**src/rtl/mem_stage_if.sv**
```systemverilog
// Signal bundle for the memory stage: EXE->MEM input bus, MEM->WB output bus,
// data-cache request/ack port and the hazard/bypass taps.
interface mem_stage_if;
  logic         MEM_valid;
  logic [153:0] EXE_MEM_bus_r;
  logic         MEM_accept;
  logic         MEM_over;
  logic [117:0] MEM_WB_bus;
  logic         dc_req;
  logic         dc_wr;
  logic [31:0]  dc_addr;
  logic [3:0]   dc_wstrb;
  logic [31:0]  dc_wdata;
  logic         dc_ack;
  logic [31:0]  dc_rdata;
  logic [4:0]   MEM_wdest;
  logic [31:0]  MEM_result;
  logic         MEM_load_pending;
  logic [31:0]  MEM_pc;

  // master: pipeline + cache side driving the stage
  modport master (
    output MEM_valid, EXE_MEM_bus_r, MEM_accept, dc_ack, dc_rdata,
    input  MEM_over, MEM_WB_bus, dc_req, dc_wr, dc_addr, dc_wstrb, dc_wdata,
           MEM_wdest, MEM_result, MEM_load_pending, MEM_pc
  );

  modport slave (
    input  MEM_valid, EXE_MEM_bus_r, MEM_accept, dc_ack, dc_rdata,
    output MEM_over, MEM_WB_bus, dc_req, dc_wr, dc_addr, dc_wstrb, dc_wdata,
           MEM_wdest, MEM_result, MEM_load_pending, MEM_pc
  );
endinterface

```
**src/rtl/mem_stage.sv**
```systemverilog
// Memory-access pipeline stage: issues one cache request per load/store,
// steers/extends load bytes and forwards the remaining EXE fields to WB.
module mem_stage (
  input  logic        clk,
  input  logic        reset,
  mem_stage_if.slave  mif
);

  typedef struct packed {
    logic        inst_load;
    logic        inst_store;
    logic        ls_word;
    logic        lb_sign;
    logic [31:0] store_data;
    logic [31:0] exe_result;
    logic [85:0] wb_pass;   // lo_result .. pc, forwarded untouched
  } exe_bus_t;

  typedef enum logic [1:0] {IDLE, REQ, DONE} state_t;

  exe_bus_t    eb;
  state_t      state_q, state_d;
  logic [31:0] load_data_q, load_data_d;
  logic [7:0]  ld_byte;
  logic [31:0] ld_ext;
  logic        mem_op;
  logic        mem_over;
  logic [31:0] mem_result;

  assign eb     = exe_bus_t'(mif.EXE_MEM_bus_r);
  assign mem_op = eb.inst_load | eb.inst_store;

  always_comb begin
    case (eb.exe_result[1:0])
      2'd0:    ld_byte = mif.dc_rdata[7:0];
      2'd1:    ld_byte = mif.dc_rdata[15:8];
      2'd2:    ld_byte = mif.dc_rdata[23:16];
      default: ld_byte = mif.dc_rdata[31:24];
    endcase
    ld_ext = eb.ls_word ? mif.dc_rdata : {{24{eb.lb_sign & ld_byte[7]}}, ld_byte};
  end

  always_comb begin
    state_d     = state_q;
    load_data_d = load_data_q;
    mem_over    = 1'b0;
    case (state_q)
      IDLE: begin
        // non-memory ops finish combinationally without leaving IDLE
        mem_over = mif.MEM_valid & ~mem_op;
        if (mif.MEM_valid & mem_op) state_d = REQ;
      end
      REQ: begin
        if (mif.dc_ack) begin
          state_d = DONE;
          if (eb.inst_load) load_data_d = ld_ext;
        end
      end
      DONE: begin
        mem_over = 1'b1;
        if (mif.MEM_accept) state_d = IDLE;
      end
      default: state_d = IDLE;
    endcase
  end

  always_ff @(posedge clk) begin
    if (reset) begin
      state_q     <= IDLE;
      load_data_q <= 32'd0;
    end else begin
      state_q     <= state_d;
      load_data_q <= load_data_d;
    end
  end

  // request fields come straight from the bus, which is frozen while in REQ
  assign mif.dc_req   = (state_q == REQ);
  assign mif.dc_wr    = eb.inst_store;
  assign mif.dc_addr  = {eb.exe_result[31:2], 2'b00};
  assign mif.dc_wstrb = eb.ls_word ? 4'b1111 : (4'b0001 << eb.exe_result[1:0]);
  assign mif.dc_wdata = eb.ls_word ? eb.store_data : {4{eb.store_data[7:0]}};

  assign mem_result           = eb.inst_load ? load_data_q : eb.exe_result;
  assign mif.MEM_over         = mem_over;
  assign mif.MEM_WB_bus       = {mem_result, eb.wb_pass};
  assign mif.MEM_result       = mem_result;
  assign mif.MEM_wdest        = eb.wb_pass[36:32] & {5{mif.MEM_valid}};
  assign mif.MEM_load_pending = mif.MEM_valid & eb.inst_load & ~mem_over;
  assign mif.MEM_pc           = eb.wb_pass[31:0];

endmodule

```
**src/flat_wrapper.sv**
```systemverilog
// flat-port wrapper written by rule: the top's interface ports become plain ports
module mem_stage_flat 
  (clk, reset, mif_MEM_valid, mif_EXE_MEM_bus_r, mif_MEM_accept, mif_dc_ack, mif_dc_rdata, mif_MEM_over, mif_MEM_WB_bus, mif_dc_req, mif_dc_wr, mif_dc_addr, mif_dc_wstrb, mif_dc_wdata, mif_MEM_wdest, mif_MEM_result, mif_MEM_load_pending, mif_MEM_pc);
  mem_stage_if mif_i ();
  input  logic clk;
  input  logic reset;
  input wire logic [$bits(mif_i.MEM_valid)-1:0] mif_MEM_valid;
  input wire logic [$bits(mif_i.EXE_MEM_bus_r)-1:0] mif_EXE_MEM_bus_r;
  input wire logic [$bits(mif_i.MEM_accept)-1:0] mif_MEM_accept;
  input wire logic [$bits(mif_i.dc_ack)-1:0] mif_dc_ack;
  input wire logic [$bits(mif_i.dc_rdata)-1:0] mif_dc_rdata;
  output wire logic [$bits(mif_i.MEM_over)-1:0] mif_MEM_over;
  output wire logic [$bits(mif_i.MEM_WB_bus)-1:0] mif_MEM_WB_bus;
  output wire logic [$bits(mif_i.dc_req)-1:0] mif_dc_req;
  output wire logic [$bits(mif_i.dc_wr)-1:0] mif_dc_wr;
  output wire logic [$bits(mif_i.dc_addr)-1:0] mif_dc_addr;
  output wire logic [$bits(mif_i.dc_wstrb)-1:0] mif_dc_wstrb;
  output wire logic [$bits(mif_i.dc_wdata)-1:0] mif_dc_wdata;
  output wire logic [$bits(mif_i.MEM_wdest)-1:0] mif_MEM_wdest;
  output wire logic [$bits(mif_i.MEM_result)-1:0] mif_MEM_result;
  output wire logic [$bits(mif_i.MEM_load_pending)-1:0] mif_MEM_load_pending;
  output wire logic [$bits(mif_i.MEM_pc)-1:0] mif_MEM_pc;
  assign mif_i.MEM_valid = mif_MEM_valid;
  assign mif_i.EXE_MEM_bus_r = mif_EXE_MEM_bus_r;
  assign mif_i.MEM_accept = mif_MEM_accept;
  assign mif_i.dc_ack = mif_dc_ack;
  assign mif_i.dc_rdata = mif_dc_rdata;
  assign mif_MEM_over = mif_i.MEM_over;
  assign mif_MEM_WB_bus = mif_i.MEM_WB_bus;
  assign mif_dc_req = mif_i.dc_req;
  assign mif_dc_wr = mif_i.dc_wr;
  assign mif_dc_addr = mif_i.dc_addr;
  assign mif_dc_wstrb = mif_i.dc_wstrb;
  assign mif_dc_wdata = mif_i.dc_wdata;
  assign mif_MEM_wdest = mif_i.MEM_wdest;
  assign mif_MEM_result = mif_i.MEM_result;
  assign mif_MEM_load_pending = mif_i.MEM_load_pending;
  assign mif_MEM_pc = mif_i.MEM_pc;
  mem_stage u_core (.clk(clk), .reset(reset), .mif(mif_i));
endmodule
```
**config.mk**
```make
export PLATFORM = sky130hd
export DESIGN_NAME = mem_stage_flat
export DESIGN_NICKNAME = d
export VERILOG_FILES = /design/src/rtl/mem_stage_if.sv /design/src/rtl/mem_stage.sv /design/src/flat_wrapper.sv
export SDC_FILE = /design/constraint.sdc
export NUM_CORES = 1
export LEC_CHECK = 0
export ABC_AREA = 1
export CAP_MARGIN = 20
export CELL_PAD_IN_SITES_DETAIL_PLACEMENT = 0
export CELL_PAD_IN_SITES_GLOBAL_PLACEMENT = 1
export CORE_AREA = 4 4 174 176
export CTS_CLUSTER_DIAMETER = 40
export DETAILED_ROUTE_END_ITERATION = 8
export DIE_AREA = 0 0 178 180
export PLACE_DENSITY_LB_ADDON = 0.15
export SLEW_MARGIN = 10
export SYNTH_ARGS = -nofsm -noshare
export SYNTH_HDL_FRONTEND = slang
export SYNTH_SLANG_ARGS = --single-unit
export TNS_END_PERCENT = 10
```
**constraint.sdc**
```tcl
create_clock -name clk -period 4.6 [get_ports clk]
set_clock_uncertainty 0.1 [all_clocks]
set_input_delay 1.38 -clock clk [delete_from_list [all_inputs] [get_ports clk]]
set_output_delay 1.38 -clock clk [all_outputs]
set_load 0.01 [all_outputs]
```
==> results of run 1 <==
[flip-flops by register name, indices dropped and copies added, names as in the netlist]
name	count
u_core.load_data_q	32
u_core.state_q	2
[layout by cell type, fill, tap and decap left out]
cell,instances
diode_2,1
nor2_1,18
o21ai_0,23
inv_1,14
nand3b_1,1
nor2_4,1
clkdlybuf4s50_1,251
o22ai_1,1
o21a_1,1
conb_1,2
nand3_4,2
inv_2,2
buf_2,2
clkinv_4,1
a31oi_1,1
clkbuf_1,2
dfxtp_1,34
or2_2,1
clkbuf_16,5
buf_4,13
a21oi_2,9
clkinv_1,1
nand2_1,186
o21ai_1,26
nor2_2,1
nor3_1,1
a21oi_1,51
buf_12,3
nand3_2,1
o21ai_2,1
nand3_1,8
[through the flow]
| stage | total power, uW | hold slack, ns | util (%) | std cells |
|---|---|---|---|---|
| floorplan | 632.5 | 0.3891 | - | 607 |
| global placement | 804.8 | 0.4187 | 18.92 | 1040 |
| detailed placement | 804.3 | 0.4125 | 18.92 | 1040 |
| CTS | 1141 | 0.4261 | 19.39 | 1047 |
| global route | 1180 | 0.4507 | 19.39 | 1048 |
| finish | 1112 | 0.4249 | 19.39 | 1048 |
[metal layers]
| layer | part of all wire (%) | global-route usage [%] | vias up |
|---|---|---|---|
| met2 | 51 | 18.24 | 193 |
| met4 | 2.0 | 2.568 | 6 |
| met3 | 8.8 | 3.340 | 49 |
| met1 | 38 | 10.46 | 1674 |
| li1 | - | - | 1843 |
| met5 | 0.24 | 0 | - |
[power by group]
| group | total, uW | switching, uW | leakage (uW) | internal [uW] |
|---|---|---|---|---|
| Clock | 326 | 128 | 0.0000640 | 198 |
| Sequential | 315 | 7.13 | 0.000276 | 307 |
| Combinational | 471 | 210 | 0.00194 | 261 |
[how the worst max path moves through the flow]
| stage | depth (start not counted) | from | end |
|---|---|---|---|
| floorplan | 5 | mif_EXE_MEM_bus_r[86] | mif_MEM_result[0] |
| global placement | 5 | mif_EXE_MEM_bus_r[87] | mif_dc_wstrb[3] |
| detailed placement | 5 | mif_EXE_MEM_bus_r[87] | mif_dc_wstrb[3] |
| CTS | 5 | mif_EXE_MEM_bus_r[87] | mif_dc_wstrb[3] |
| global route | 4 | mif_MEM_valid | mif_MEM_over |
| finish | 5 | mif_EXE_MEM_bus_r[87] | mif_dc_wstrb[3] |
[logic make-up after synthesis]
logic type,share of synthesized area (%)
flops,17.78
buf+inv,43.05
simple gates,23.18
other cells,0.09798
compound gates,15.89
[layout make-up]
class                      instances  share of cell area, %
tap                              384                  8.655
inverter                          18                  1.307
multi-input combinational        335                  27.07
antenna                            1                0.04508
clock buffer                       7                  2.389
timing repair buffer             269                  48.28
sequential                        34                  12.26
[tightest hold or removal path: cells and delay by family (launching register included)]
family / cells / cell delay, ns
AO/OA/AOI/OAI: 2 / 0.17
flip-flops: 1 / 0.31
==> key figures, run 1 <==
Routing
  – DRC: 0
  – Routed len/inst: 16.04 um
  – Vias: 3765
  – DRT iter0 DRCs: 92
  – Post-DR vias/cell: 3.593
  – Final Routed Wirelength: 16810 um
  – Iteration count of the initial detailed-routing pass: 4
  – Antenna viol nets, final: 0

Yosys
  – Top_reg_cell synth: dfxtp_1
  – Syn. warnings: 0
  – Synth top area cells: buf_4 38%, nand2_1 18%, dfxtp_1 18%, a21oi_1 6.7%, o21ai_1 3.4%
  – Mapped Cells: 606
  – Post-synth ARST share: 0%
  – Yosys cell types: 29
  – Commonest cells in the netlist: 195 x buf_4, 186 x nand2_1, 51 x a21oi_1
  – Top-count cell post-synth: buf_4
  – Mapped Area: 3827 um2
  – Number of synthesized flops with an enable pin: 0
  – Register bit total from synthesis: 34
  – Seq/Total Area, Yosys: 17.78%
  – Avg Cell Area, Syn: 6.316 um2
  – Top cell type's share of synthesized area: 38.25%
  – Largest area contributor in the netlist: buf_4

Worst hold path
  – Worst Hold Class: flip-flop to flip-flop
  – Worst hold start: u_core.load_data_q[16]$_SDFFE_PP0P_
  – Hold Crit Endpoint: u_core.load_data_q[16]$_SDFFE_PP0P_
  – Worst hold path cell count: 2

Critical path
  – Required @ worst endpoint: 3.12 ns
  – Crit path cell chain: clkdlybuf4s50_1 > buf_4 > nand2_1 > nand2_1 > clkdlybuf4s50_1
  – Max stage delay on crit path: 0.58 ns
  – Critical path buffers and inverters: 3
  – Crit Path Category: input pin to output port
  – FF-to-FF Start: u_core.state_q[0]$_SDFFE_PP0P_
  – Startpoint class of the critical path: input pin
  – Worst r2r dst: u_core.load_data_q[31]$_SDFFE_PP0P_
  – Worst path top cell family by delay: buffers and inverters
  – Crit path DAT: 2.92 ns
  – Setup crit end kind: output port
  – R2R depth: 6
  – Slowest stage cell, crit path: clkdlybuf4s50_1
  – Critical path fanouts, max: 12
  – R2R setup slack: 2.81 ns

Die
  – Die area: 32040 um2
  – Die H: 180 um
  – Row count: 62
  – Die X-Extent: 178 um
  – Core footprint: 28630 um2
  – Initial Util: 13.37%
  – Ports: 450

Run
  – Max-cap viol count: 0

Clocking
  – CTS tree: yes
  – CTS clk-pin slew, worst paths: 0.05 ns
  – H-tree lvl count: 2
  – Max clock buf depth: 2
  – Post_cts resized: 0
  – Cts hold-fix bufs: 0
  – Root Driver: clkbuf_16
  – Clock Sinks: 34
  – CTS Buf Count: 5
  – Setup bufs post-CTS: 0
  – Clock latency at the later pin of the worst-skew pair: 0.28 ns

STA
  – Worst Slack Setup Final: 0.1997 ns
  – Final Hold Vio Count: 0
  – RSZ-0062 raised after global routing: no
  – Setup_tns: 0 ns
  – Setup violators final: 0
  – Final period demand of the worst path: 4.400 ns
  – Post-route clock period utilization: 95.66%
  – Worst-margin pin slew: 0.9988 ns
  – Slew headroom: 33.34%
  – Fmax: 227.3 MHz
  – Slew Limit Fails: 0

Cells and area
  – Design area: 5552 um2
  – Register area: 680.7 um2
  – Ratio of cells with drive above 1 in the final layout: 6.335%
  – Synth-to-layout area growth: 45.05%
  – Multi-input gate area: 1503 um2
  – Fin nets: 854
  – Filler cells: 3242

Power
  – Leakage: 0.002285 uW
  – Max VDD drop: 0.1020 mV
  – PwrDens: 200.2 nW/um2

Place
  – Pre-CTS WS: 0.1811 ns
  – HPWL after detailed placement: 14000 um
  – PortBufs: 253
  – Final Wtd Congestion: 0.7038
  – Cell Area, Placed: 5416 um2

Global route
  – First-pass GRT wire length: 24010 um
  – Largest net degree at the start of global routing: 38
  – Number of global-route vias before repair: 3935
  – Gr ovfl total: 0
  – Initial antenna violation count: 4
  – Gr usage total: 9.809%

Run status
  – Status: finished clean
Note: power is estimated with default switching activity, not from simulation.
==> run 2: changes to the inputs <==
- HOLD_SLACK_MARGIN: not set -> 0.06
==> results of run 2 <==
The final DEF is identical to that of run 1; final timing and power are the same.
